--- src/rtl/mopshub_pkg.sv ---
// Shared mopshub definitions: clock constants, arbiter FSM encoding and
// small helpers used by the timeout arbiter.
package mopshub_pkg;

  localparam int unsigned CLK_FREQ_HZ      = 40_000_000;
  // One millisecond worth of system clock cycles.
  localparam logic [31:0] DEF_LIMIT_CYCLES = 32'(CLK_FREQ_HZ / 1000);

  typedef enum logic [1:0] {
    ST_IDLE    = 2'd0,
    ST_RUN     = 2'd1,
    ST_EXPIRE  = 2'd2,
    ST_RELEASE = 2'd3
  } arb_state_e;

  function automatic logic [15:0] sat_inc16(input logic [15:0] v);
    return (v == 16'hFFFF) ? v : v + 16'd1;
  endfunction

  // A zero limit still yields a one-cycle window.
  function automatic logic [31:0] eff_limit(input logic [31:0] lim);
    return (lim == 32'd0) ? 32'd1 : lim;
  endfunction

endpackage

--- src/rtl/timeout_arbiter_rr_select.sv ---
// Round-robin pick: the first requester after last_owner (modulo N_REQ)
// whose request bit is set, returned both one-hot and as an index.
module rr_select #(
  parameter int N_REQ = 4,
  parameter int IDX_W = (N_REQ > 1) ? $clog2(N_REQ) : 1
) (
  input  logic [N_REQ-1:0] req_i,
  input  logic [IDX_W-1:0] last_owner_i,
  output logic [N_REQ-1:0] sel_onehot_o,
  output logic [IDX_W-1:0] sel_idx_o,
  output logic             sel_valid_o
);

  int cand;

  // NOTE: every output gets a default before the loop, so no path leaves a
  // value unassigned and no latch is inferred.
  always_comb begin
    sel_onehot_o = '0;
    sel_idx_o    = '0;
    sel_valid_o  = |req_i;
    cand         = 0;
    // Walk from farthest to nearest so the nearest match is the last write.
    for (int k = N_REQ; k >= 1; k--) begin
      cand = (int'(last_owner_i) + k) % N_REQ;
      if (req_i[IDX_W'(cand)]) begin
        sel_idx_o                  = IDX_W'(cand);
        sel_onehot_o               = '0;
        sel_onehot_o[IDX_W'(cand)] = 1'b1;
      end
    end
  end

endmodule

--- src/rtl/timeout_arbiter.sv ---
// Shared-timer bus arbiter: grants one requester a window of limit[owner]
// cycles and pulses timeout_rst to that requester if it overstays.
module timeout_arbiter
  import mopshub_pkg::*;
#(
  parameter int          N_REQ     = 4,
  parameter logic [31:0] DEF_LIMIT = DEF_LIMIT_CYCLES,
  localparam int         IDX_W     = (N_REQ > 1) ? $clog2(N_REQ) : 1
) (
  input  logic             clk,
  input  logic             rst,
  input  logic [N_REQ-1:0] req,
  input  logic [N_REQ-1:0] done,
  input  logic             cfg_we,
  input  logic [IDX_W-1:0] cfg_sel,
  input  logic [31:0]      cfg_data,
  output logic [N_REQ-1:0] gnt,
  output logic             busy,
  output logic [N_REQ-1:0] timeout_rst,
  output logic [15:0]      expire_cnt
);

  arb_state_e       state_q, state_d;
  logic [IDX_W-1:0] owner_q, owner_d;
  logic [IDX_W-1:0] last_owner_q, last_owner_d;
  logic [31:0]      cur_limit_q, cur_limit_d;
  logic [31:0]      cnt_q, cnt_d;
  logic [15:0]      expire_cnt_q, expire_cnt_d;
  logic [N_REQ-1:0] gnt_q, gnt_d;
  logic [N_REQ-1:0] timeout_rst_q, timeout_rst_d;
  logic             busy_q, busy_d;
  logic [31:0]      limit_q [N_REQ];

  logic [N_REQ-1:0] rr_onehot;
  logic [IDX_W-1:0] rr_idx;
  logic             rr_valid;
  logic             owner_release;
  logic             terminal;

  rr_select #(
    .N_REQ (N_REQ),
    .IDX_W (IDX_W)
  ) u_rr_select (
    .req_i        (req),
    .last_owner_i (last_owner_q),
    .sel_onehot_o (rr_onehot),
    .sel_idx_o    (rr_idx),
    .sel_valid_o  (rr_valid)
  );

  // Only the current owner's bits matter; everyone else's done is ignored.
  assign owner_release = done[owner_q] | ~req[owner_q];
  assign terminal      = (cnt_q == cur_limit_q - 32'd1);

  // NOTE: sequential state uses non-blocking assignments so every flop
  // samples pre-edge values regardless of process ordering.
  always_ff @(posedge clk) begin
    if (rst) state_q <= ST_IDLE;
    else     state_q <= state_d;
  end

  always_comb begin
    state_d = state_q;
    case (state_q)
      ST_IDLE:    if (rr_valid) state_d = ST_RUN;
      // Release beats terminal count so a finishing owner is never reset.
      ST_RUN: begin
        if (owner_release) state_d = ST_RELEASE;
        else if (terminal) state_d = ST_EXPIRE;
      end
      ST_EXPIRE:  state_d = ST_IDLE;
      ST_RELEASE: state_d = ST_IDLE;
      default:    state_d = ST_IDLE;
    endcase
  end

  always_comb begin
    gnt_d         = '0;
    timeout_rst_d = '0;
    busy_d        = 1'b0;
    case (state_d)
      ST_RUN: begin
        busy_d = 1'b1;
        gnt_d  = (state_q == ST_IDLE) ? rr_onehot : gnt_q;
      end
      ST_EXPIRE: timeout_rst_d = N_REQ'(1) << owner_q;
      default: ;
    endcase
  end

  always_comb begin
    owner_d      = owner_q;
    last_owner_d = last_owner_q;
    cur_limit_d  = cur_limit_q;
    cnt_d        = cnt_q;
    expire_cnt_d = expire_cnt_q;
    case (state_q)
      ST_IDLE: begin
        if (rr_valid) begin
          owner_d      = rr_idx;
          last_owner_d = rr_idx;
          cur_limit_d  = eff_limit(limit_q[rr_idx]);
          cnt_d        = '0;
        end
      end
      ST_RUN: begin
        if (!owner_release) begin
          if (terminal) expire_cnt_d = sat_inc16(expire_cnt_q);
          else          cnt_d        = cnt_q + 32'd1;
        end
      end
      default: ;
    endcase
  end

  always_ff @(posedge clk) begin
    if (rst) begin
      owner_q       <= '0;
      last_owner_q  <= IDX_W'(N_REQ - 1);
      cur_limit_q   <= 32'd1;
      cnt_q         <= '0;
      expire_cnt_q  <= '0;
      gnt_q         <= '0;
      timeout_rst_q <= '0;
      busy_q        <= 1'b0;
    end else begin
      owner_q       <= owner_d;
      last_owner_q  <= last_owner_d;
      cur_limit_q   <= cur_limit_d;
      cnt_q         <= cnt_d;
      expire_cnt_q  <= expire_cnt_d;
      gnt_q         <= gnt_d;
      timeout_rst_q <= timeout_rst_d;
      busy_q        <= busy_d;
    end
  end

  // NOTE: the limit registers are flops, not a RAM, so they take a reset
  // value; every window after reset then has a defined length.
  always_ff @(posedge clk) begin
    if (rst) begin
      for (int i = 0; i < N_REQ; i++) limit_q[i] <= DEF_LIMIT;
    end else if (cfg_we) begin
      for (int i = 0; i < N_REQ; i++) begin
        if (cfg_sel == IDX_W'(i)) limit_q[i] <= cfg_data;
      end
    end
  end

  assign gnt         = gnt_q;
  assign timeout_rst = timeout_rst_q;
  assign busy        = busy_q;
  assign expire_cnt  = expire_cnt_q;

endmodule

--- config.mk ---
export PLATFORM = sky130hd
export DESIGN_NAME = timeout_arbiter
export DESIGN_NICKNAME = d
export VERILOG_FILES = /design/src/rtl/mopshub_pkg.sv /design/src/rtl/timeout_arbiter_rr_select.sv /design/src/rtl/timeout_arbiter.sv
export SDC_FILE = /design/constraint.sdc
export NUM_CORES = 1
export LEC_CHECK = 0
export BUFFER_PORTS_ARGS = -buffer_cell sky130_fd_sc_hd__buf_2
export CAP_MARGIN = 20
export CORE_UTILIZATION = 50
export CTS_CLUSTER_DIAMETER = 80
export DETAILED_ROUTE_END_ITERATION = 7
export GPL_ROUTABILITY_DRIVEN = 0
export PLACE_DENSITY_LB_ADDON = 0.1
export SLEW_MARGIN = 20
export SYNTH_ARGS = -nofsm -noshare
export SYNTH_HDL_FRONTEND = slang
export SYNTH_SLANG_ARGS = --single-unit
--- constraint.sdc ---
create_clock -name clk -period 5.5 [get_ports clk]
set_clock_uncertainty 0.15 [all_clocks]
set_input_delay 0.825 -clock clk [delete_from_list [all_inputs] [get_ports clk]]
set_output_delay 0.825 -clock clk [all_outputs]
set_load 0.005 [all_outputs]
Word level (Yosys, flattened, before mapping)

Memories as Yosys holds them, arrays and structs flattened.
Index checks and enable logic that the tools add are counted.

Memories kept: 1
Output and inout bits: 25
Flip-flop bits (word level): 95
Word-level logic and storage cells: 129
Bits in writable memories: 128
Input port bits: 45

Reductions and logical operators: 15
Equal/unequal tests: 13
Shift operators: 1
Bitwise logic cells: 10
Order comparisons: 9
Add/subtract/negate cells: 7
Muxes and demuxes: 64

Memory list:

| name    | depth | width | read ports | clocked after memory_dff | write ports | line                  | source |
|---|---|---|---|---|---|---|---|
| limit_q | 4     | 32    | 1          | 0                        | 4           | timeout_arbiter.sv:32 | `logic [31:0] limit_q [N_REQ];` |

Operators with widths:

| cell                                                                                | count |
|---|---|
| 32-bit two-way mux                                                                  | 8 |
| 32-bit case mux with 2 select lines                                                 | 1 |
| 1-bit two-way mux                                                                   | 33 |
| 32-bit by 1-bit adder with 32-bit output, second input constant                     | 1 |
| 32-bit == test                                                                      | 1 |
| 32-bit zero test                                                                    | 1 |
| 32-bit by 1-bit subtractor with 32-bit output, second input constant                | 1 |
| 16-bit by 1-bit adder with 16-bit output, second input constant                     | 1 |
| 16-bit == test, second input constant                                               | 1 |
| 2-bit by 4-bit less-than comparator with 1-bit output, second input constant        | 4 |
| 4-bit two-way mux                                                                   | 4 |
| 2-bit two-way mux                                                                   | 7 |
| 1-bit binary-select mux with 2-bit select                                           | 6 |
| 2-bit == test, second input constant                                                | 5 |
| 1-bit demux with 2-bit select                                                       | 4 |
| 2-bit by 1-bit greater-or-equal comparator with 1-bit output, second input constant | 4 |
| 4-bit AND reduction                                                                 | 2 |
| 2-bit by 1-bit == test with 1-bit output, second input constant                     | 3 |
| 2-bit != test, second input constant                                                | 3 |
| 2-bit case mux with 3 select lines                                                  | 1 |
| 2-bit OR reduction                                                                  | 3 |
| 1-bit inverter                                                                      | 5 |
| 1-bit bitwise OR                                                                    | 5 |
| 2-bit by 1-bit adder with 2-bit output, second input constant                       | 2 |
| other kinds (8)                                                                     | 13 |

Longest topological paths before layout

Gate-level depths: netlist of run 1.
An unclocked memory read counts as a cell.

Depth in word-level cells: 11
Mapped depth: 16
Depth with buffers taken out: 11

Modules after synthesis

A second synthesis of run 1 with hierarchy kept.

Cells, all modules: 1014
Area, all modules: 11275.8 µm²

By module, submodules not included:

| module          | instances | cells an instance | area each (µm²) | sequential area each (µm²) |
|---|---|---|---|---|
| timeout_arbiter | 1         | 950               | 10739.0         | 5745.5 |
| rr_select       | 1         | 64                | 536.8           | 0.0 |

Worst setup path before layout of run 1

OpenSTA, ideal clock, no wires.

Path kind: reg2reg
From: reg last_owner_q[0]
To: reg cur_limit_q[0]
Cell stages (with the launch flop): 17
Setup time: 0.070 ns
Data arrival time: 4.078 ns
Period minus slack after synthesis: 4.298 ns
Buffers on the path: 5
Required time: 5.280 ns
Path slack: 1.202 ns
Path through: dfxtp_1 > clkbuf_1 > clkinv_1 > ha_1 > clkbuf_1 > mux2_2 > o32ai_1 > mux2_2 > clkbuf_1 > clkbuf_1 > buf_1 > nand3_1 > a21oi_1 > a21oi_1 > nor4_1 > nand3_1 > a21oi_1

Longest elaborated chain between the ends: 11

Ends and longest elaborated chain:

| item                                                 | line                            | source |
|---|---|---|
| from (decl)                                          | timeout_arbiter.sv:25           | `logic [IDX_W-1:0] last_owner_q, last_owner_d;` |
| from (signal assigned)                               | timeout_arbiter.sv:119          | `last_owner_q <= IDX_W'(N_REQ - 1);` |
| from (signal assigned)                               | timeout_arbiter.sv:128          | `last_owner_q <= last_owner_d;` |
| 2-bit by 1-bit adder with 2-bit output               | timeout_arbiter_rr_select.sv:25 | `cand = (int'(last_owner_i) + k) % N_REQ;` |
| 1-bit binary-select mux with 2-bit select            | timeout_arbiter_rr_select.sv:26 | `if (req_i[IDX_W'(cand)]) begin` |
| 1-bit two-way mux (not written as such) (2 in a row) | timeout_arbiter_rr_select.sv:26 |  |
| 2-bit two-way mux (3 in a row)                       | timeout_arbiter_rr_select.sv:26 |  |
| 2-bit two-way mux (*)                                | timeout_arbiter_rr_select.sv:26 |  |
| memory 4 x 32 bit (*)                                | -                               |  |
| 32-bit zero test                                     | mopshub_pkg.sv:22               | `return (lim == 32'd0) ? 32'd1 : lim;` |
| 32-bit two-way mux (*)                               | mopshub_pkg.sv:22               |  |
| to (signal assigned)                                 | timeout_arbiter.sv:129          | `cur_limit_q <= cur_limit_d;` |
| to (decl)                                            | timeout_arbiter.sv:26           | `logic [31:0] cur_limit_q, cur_limit_d;` |

Every way passes the cells marked *; elsewhere a longest branch is shown, timed or not. The select of a mux whose other input is x is not followed.
A chain may end at the register's enable or synchronous reset.

Worst setup path in the final report of run 1

Same ends and word-level chain as after synthesis.

==> metrics.md, run 1 <==
| Metric | Value |
|---|---|
| Power density over cell area | `368 mW/mm²` |
| Die Y | `155 µm` |
| Async set or reset register ratio after synthesis | `0%` |
| Clock transition at path regs | `0.06 ns` |
| Clk_lat worst skew | `0.53 ns` |
| Initial DRC count | `655` |
| Core Region | `0.0228 mm²` |
| Synthesized area per cell | `9.76 µm²` |
| Ys flop type | `edfxtp_1` |
| Hold WC Path Type | `reg2reg` |
| DP HPWL | `19300 µm` |
| Crit path DAT | `5.01 ns` |
| Slew margin rel. | `30.5%` |
| RSZ-0062 raised after global routing | `false` |
| Vias in the first global route | `8306` |
| Final Hold Fails | `0` |
| Initial Utilization | `51.6%` |
| Post-CTS setup repair buffer count | `0` |
| Setup TNS | `0 ns` |
| Die ar. | `0.0242 mm²` |
| Placed cell areas | `0.0124 mm²` |
| Number of synthesized flops with an enable pin | `128` |
| Register area share after synthesis | `48.8%` |
| Outcome | `complete, no violations` |
| Mapped cell area | `0.0118 mm²` |
| Metal2 WL | `13100 µm` |
| Row count | `55` |
| CP Max Fanout | `23` |
| I/O pin count | `70` |
| Die X | `155 µm` |
| Setup violations, final | `0` |
| Global-route wire length before repair | `45000 µm` |
| Mapped Nets | `1263` |
| CP endpoint kind | `flop` |
| DR vias/cell | `5.77` |
| Total track usage | `23.6%` |
| Pre-antenna DRT Iters | `5` |
| Remaining Overflow, GRT | `0` |
| Lkg Pwr | `4.72 nW` |
| CTS tree | `built` |
| Yosys cell types | `78` |
| Final ANT Viol Nets | `0` |
| Worst-margin pin slew | `1.04 ns` |
| Inserted Diodes | `0` |
| Fmax | `213 MHz` |
| WL/cell | `17.9 µm` |
| Mapped Cells | `1207` |
| MaxCap Viol Count | `0` |
| Vias | `9076` |
| Total CTS buffers | `24` |
| Period minus WS final | `4.69 ns` |
| Share of cells above drive strength 1 | `12.9%` |
| Fin area | `0.0133 mm²` |
| Final core occ | `58.1%` |
| I/O Buffers | `69` |
| Routed wire length on met3 | `1260 µm` |
| Hold buffers post-CTS | `0` |
| Layout Nets | `1297` |
| Largest net degree at the start of global routing | `60` |
| Antenna violations before repair | `0` |
| PostCTS Resize Cnt | `0` |
| Crit path max-delay family | `multiplexers` |
| CP cell instances | `clkinv_1, ha_1, mux2_2, o32ai_1, mux2_2, mux2i_1, mux2i_1, or4_1, nor4_1, nand3_1, a21oi_1` |
| H-tree Lvls | `1` |
| Area Growth Syn to Fin | `12.7%` |
| Setup slack, reg-to-reg | `0.81 ns` |
| Crit start category | `flop` |
| Peak supply drop | `0.324 mV` |
| Buf/Inv on CP | `1` |
| Root Buffer | `clkbuf_16` |
| CTS sink count | `223` |
| Synthesis warning total | `0` |
| Post-synthesis register bit count | `223` |
| Max Slew Vio Count | `0` |
| Worst path required time | `5.81 ns` |
| Top sig layer | `met4` |
| Slowest cell on crit path | `mux2_2` |
| Crit path kind | `reg2reg` |
| # DRC | `0` |
| Drt total wl | `28100 µm` |
| Tcrit/Tclk final | `85.3%` |
| CTS Buffer Depth | `3` |
| Worst path max stage delay | `0.74 ns` |
| Metal-1 WL | `13200 µm` |
## metrics by stage
stage                     total power [W]  std cells  setup slack (ns)  hold slack [ns]
after detailed placement          0.00329       1525             0.757            0.335
final                             0.00489       1572             0.806            0.333
after floorplan                   0.00297       1207              1.20            0.300
after CTS                         0.00491       1569             0.745            0.344
after global routing              0.00513       1572             0.358            0.366
after global placement            0.00327       1525             0.864            0.316
## per-layer routing
metal  GRT usage, %  vias up
met4           5.98        0
li1               -     4510
met1           32.9     4289
met5              0        -
met3           3.12       38
met2           38.7      239
## path summary, 6_finish.rpt
kind / from / endpoint / cells past startpoint
setup / recovery: last_owner_q[0]$_SDFFE_PP1P_ / cur_limit_q[0]$_SDFFE_PP1P_ / 11
setup reg to reg: last_owner_q[0]$_SDFFE_PP1P_ / cur_limit_q[0]$_SDFFE_PP1P_ / 11
hold / removal: cur_limit_q[31]$_SDFFE_PP0P_ / cur_limit_q[31]$_SDFFE_PP0P_ / 2
hold reg to reg: cur_limit_q[31]$_SDFFE_PP0P_ / cur_limit_q[31]$_SDFFE_PP0P_ / 2
## tightest hold or removal path, delay by kind of cell (launching register included)
kind	cells	cell delay [ns]
AO/OA/AOI/OAI	1	0.06
flip-flops	1	0.32
AND/OR/NAND/NOR	1	0.06
## registers in the layout, indices dropped and copies added (netlist names)
name and count:
busy 1, cnt_q 32, cur_limit_q 32, expire_cnt 16, gnt 4, last_owner_q 2
limit_q 128, owner_q 2, state_q 2, timeout_rst 4
## where the power goes
part | internal [W] | switching (W)
clock | 0.000942 | 0.000675
combinational | 0.000474 | 0.000744
sequential | 0.00191 | 0.000152
## layout by cell type (no fill, tap or decap), drive strengths merged, types with 4 or more instances in the layout
| master | n |
|---|---|
| a2111oi | 4 |
| nor3 | 25 |
| a211oi | 25 |
| nand4 | 16 |
| a311oi | 15 |
| nor4 | 35 |
| or4 | 25 |
| mux2 | 4 |
| clkinv | 11 |
| mux4 | 6 |
| buf | 87 |
| and2 | 133 |
| nor2 | 65 |
| a31oi | 11 |
| xor2 | 16 |
| clkbuf | 28 |
| a21oi | 88 |
| or3 | 37 |
| and3 | 10 |
| mux2i | 37 |
| edfxtp | 128 |
| nor2b | 8 |
| o21bai | 6 |
| and4 | 10 |
| nand2 | 123 |
| ha | 11 |
| o211ai | 8 |
| xnor2 | 30 |
| o21ai | 33 |
| nand2b | 24 |
| dfxtp | 95 |
| nand3 | 40 |
| o31ai | 8 |
| inv | 11 |
## cell families after synthesis
| kind of cell | after synthesis | synth area share [%] |
|---|---|---|
| AND/OR/NAND/NOR | 562 | 26.2 |
| AO/OA/AOI/OAI | 228 | 12.5 |
| flip-flops | 223 | 48.8 |
| buffers and inverters | 90 | 3.25 |
| multiplexers | 47 | 4.67 |
| XOR/XNOR | 46 | 3.42 |
| adder cells (fa/ha/maj) | 11 | 1.17 |
## layout make-up
type                       count  area [µm²]
inverter                      11        41.3
clock buffer                  28         646
tap                          313         392
timing repair buffer          87         541
sequential                   223        5750
fill                        2029        9570
multi-input combinational    894        5750
clock inverter                16         165
## Yosys cell counts, types with 25 or more instances
cell | number | area, µm²
mux2i_1 | 37 | 370
nand2_1 | 123 | 462
or3_1 | 36 | 225
clkbuf_1 | 65 | 244
nor2_1 | 64 | 240
dfxtp_1 | 95 | 1900
edfxtp_1 | 128 | 3840
nor3_1 | 25 | 125
nor4_1 | 33 | 206
o21ai_0 | 33 | 165
a21oi_1 | 87 | 435
nand3_1 | 40 | 200
xnor2_1 | 30 | 263
and2_1 | 129 | 807
(Power assumes the default switching activity.)
==> run 2, diff against run 1 <==
--- a/config.mk
+++ b/config.mk
@@ -7,7 +7,9 @@
 export LEC_CHECK = 0
 export BUFFER_PORTS_ARGS = -buffer_cell sky130_fd_sc_hd__buf_2
 export CAP_MARGIN = 20
-export CORE_UTILIZATION = 50
+export CELL_PAD_IN_SITES_DETAIL_PLACEMENT = 0
+export CELL_PAD_IN_SITES_GLOBAL_PLACEMENT = 1
+export CORE_UTILIZATION = 48
 export CTS_CLUSTER_DIAMETER = 80
 export DETAILED_ROUTE_END_ITERATION = 7
 export GPL_ROUTABILITY_DRIVEN = 0
==> run 2 against run 1 <==
Via count shrank 1.2%; setup slack worse by 0.083 ns; combinational power is essentially flat; sequential share of layout area up 0.094 points; worst hold slack worse by 0.0068 ns; design area down 0.22%; total power rose by 1.5%; count of clock-buffer cells in the layout rose by 3.
==> metrics.md, run 2 (same netlist as run 1, synthesis figures left out) <==
| Metric | Value |
|---|---|
| Outcome | `complete, no violations` |
| Core Region | `0.0238 mm²` |
| Hold buffers post-CTS | `0` |
| Power density over cell area | `375 mW/mm²` |
| Initial Utilization | `49.6%` |
| H-tree Lvls | `1` |
| Vias in the first global route | `8502` |
| RSZ-0062 raised after global routing | `false` |
| Tcrit/Tclk final | `86.8%` |
| Pre-antenna DRT Iters | `7` |
| Total track usage | `23.4%` |
| MaxCap Viol Count | `0` |
| Antenna violations before repair | `0` |
| CTS sink count | `223` |
| Worst path required time | `5.82 ns` |
| Die ar. | `0.0252 mm²` |
| Worst-margin pin slew | `1.11 ns` |
| Total CTS buffers | `25` |
| CTS Buffer Depth | `3` |
| Initial DRC count | `597` |
| Largest net degree at the start of global routing | `60` |
| Setup violations, final | `0` |
| Root Buffer | `clkbuf_16` |
| Final Hold Fails | `0` |
| Vias | `8963` |
| Slew margin rel. | `25.6%` |
| Die X | `159 µm` |
| Drt total wl | `28400 µm` |
| Peak supply drop | `0.253 mV` |
| Commonest non-fill, non-tap cell in the layout | `and2_1` |
| Biggest registers after layout | `limit_q x128, cnt_q x32, cur_limit_q x32` |
| Max reg flops | `128` |
| Global-route wire length before repair | `45500 µm` |
| Max Slew Vio Count | `0` |
| Layout Nets | `1299` |
| Placed instance count | `1535` |
| Setup TNS | `0 ns` |
| Crit path kind | `reg2reg` |
| I/O Buffers | `69` |
| Post-CTS setup repair buffer count | `0` |
| Lkg Pwr | `4.72 nW` |
| Share of cells above drive strength 1 | `13.6%` |
| PostCTS Resize Cnt | `0` |
| Final ANT Viol Nets | `0` |
| Hold WC Path Type | `reg2reg` |
| DR vias/cell | `5.67` |
| Row count | `56` |
| # DRC | `0` |
| Final Non-Filler Cells | `1580` |
| Clk_lat worst skew | `0.54 ns` |
| Inserted Diodes | `0` |
| Remaining Overflow, GRT | `0` |
| Area Growth Syn to Fin | `12.5%` |
| CP endpoint kind | `flop` |
| CP Max Fanout | `23` |
| Die Y | `159 µm` |
| Fmax | `209 MHz` |
| CTS tree | `built` |
| Most frequent cells in the layout | `and2_1 (129), edfxtp_1 (128), nand2_1 (123), dfxtp_1 (95), a21oi_1 (87)` |
| Reg with most FFs | `limit_q` |
| DP HPWL | `19800 µm` |
| WL/cell | `18.0 µm` |
| Period minus WS final | `4.78 ns` |
| Crit path DAT | `5.10 ns` |
| I/O pin count | `70` |
| Crit start category | `flop` |
| Clock transition at path regs | `0.06 ns` |
[run 2: final timing paths]
kind / end / from / slack [ns] / depth (start not counted)
worst max-delay path: cur_limit_q[0]$_SDFFE_PP1P_ / last_owner_q[0]$_SDFFE_PP1P_ / 0.72 / 11
worst min register to register: cur_limit_q[31]$_SDFFE_PP0P_ / cur_limit_q[31]$_SDFFE_PP0P_ / 0.33 / 2
worst min-delay path: cur_limit_q[31]$_SDFFE_PP0P_ / cur_limit_q[31]$_SDFFE_PP0P_ / 0.33 / 2
worst max register to register: cur_limit_q[0]$_SDFFE_PP1P_ / last_owner_q[0]$_SDFFE_PP1P_ / 0.72 / 11
[run 2: metal layers]
metal	GRT usage, %	up-vias	part of all wire, %
met5	0	-	0
met4	5.77	0	1.9
met3	2.50	43	3.6
met2	38.3	176	47
met1	33.0	4238	48
li1	-	4506	-
[run 2: critical path, stage by stage, from the launching register on]
cell      delay [ns]
dfxtp_1         0.67
clkinv_1        0.48
ha_1            0.56
mux2_2          0.38
o32ai_1         0.25
mux2_2          0.71
mux2i_1         0.27
mux2i_1         0.10
or4_1           0.55
nor4_1          0.34
nand3_1         0.12
a21oi_1         0.13
[run 2: final cells by class]
cell class              instances  area [µm²]
flip-flops and latches        223        5750
fillers                      2134       10500
repair buffers                 88         488
well taps                     319         399
clock inverters                14         141
multi-input cells             894        5730
clock buffers                  31         708
inverters                      11        41.3
[run 2: through the flow]
step | instance area, µm² | util (%) | power, W | hold slack (ns) | setup WS (ns)
global placement | 12400 | 52.2 | 0.00329 | 0.314 | 0.836
CTS | 13300 | 55.8 | 0.00500 | 0.326 | 0.667
detailed placement | 12400 | 52.2 | 0.00330 | 0.318 | 0.685
floorplan | 11800 | - | 0.00297 | 0.300 | 1.20
global route | 13300 | 55.8 | 0.00521 | 0.369 | 0.342
finish | 13300 | 55.8 | 0.00496 | 0.327 | 0.724
[run 2: report_power, final]
part / internal (W) / switching, W / leakage [nW] / total, W
Sequential: 0.00191 / 0.000154 / 2.03 / 0.00206
Clock: 0.00101 / 0.000688 / 0.419 / 0.00170
Combinational: 0.000470 / 0.000736 / 2.27 / 0.00121
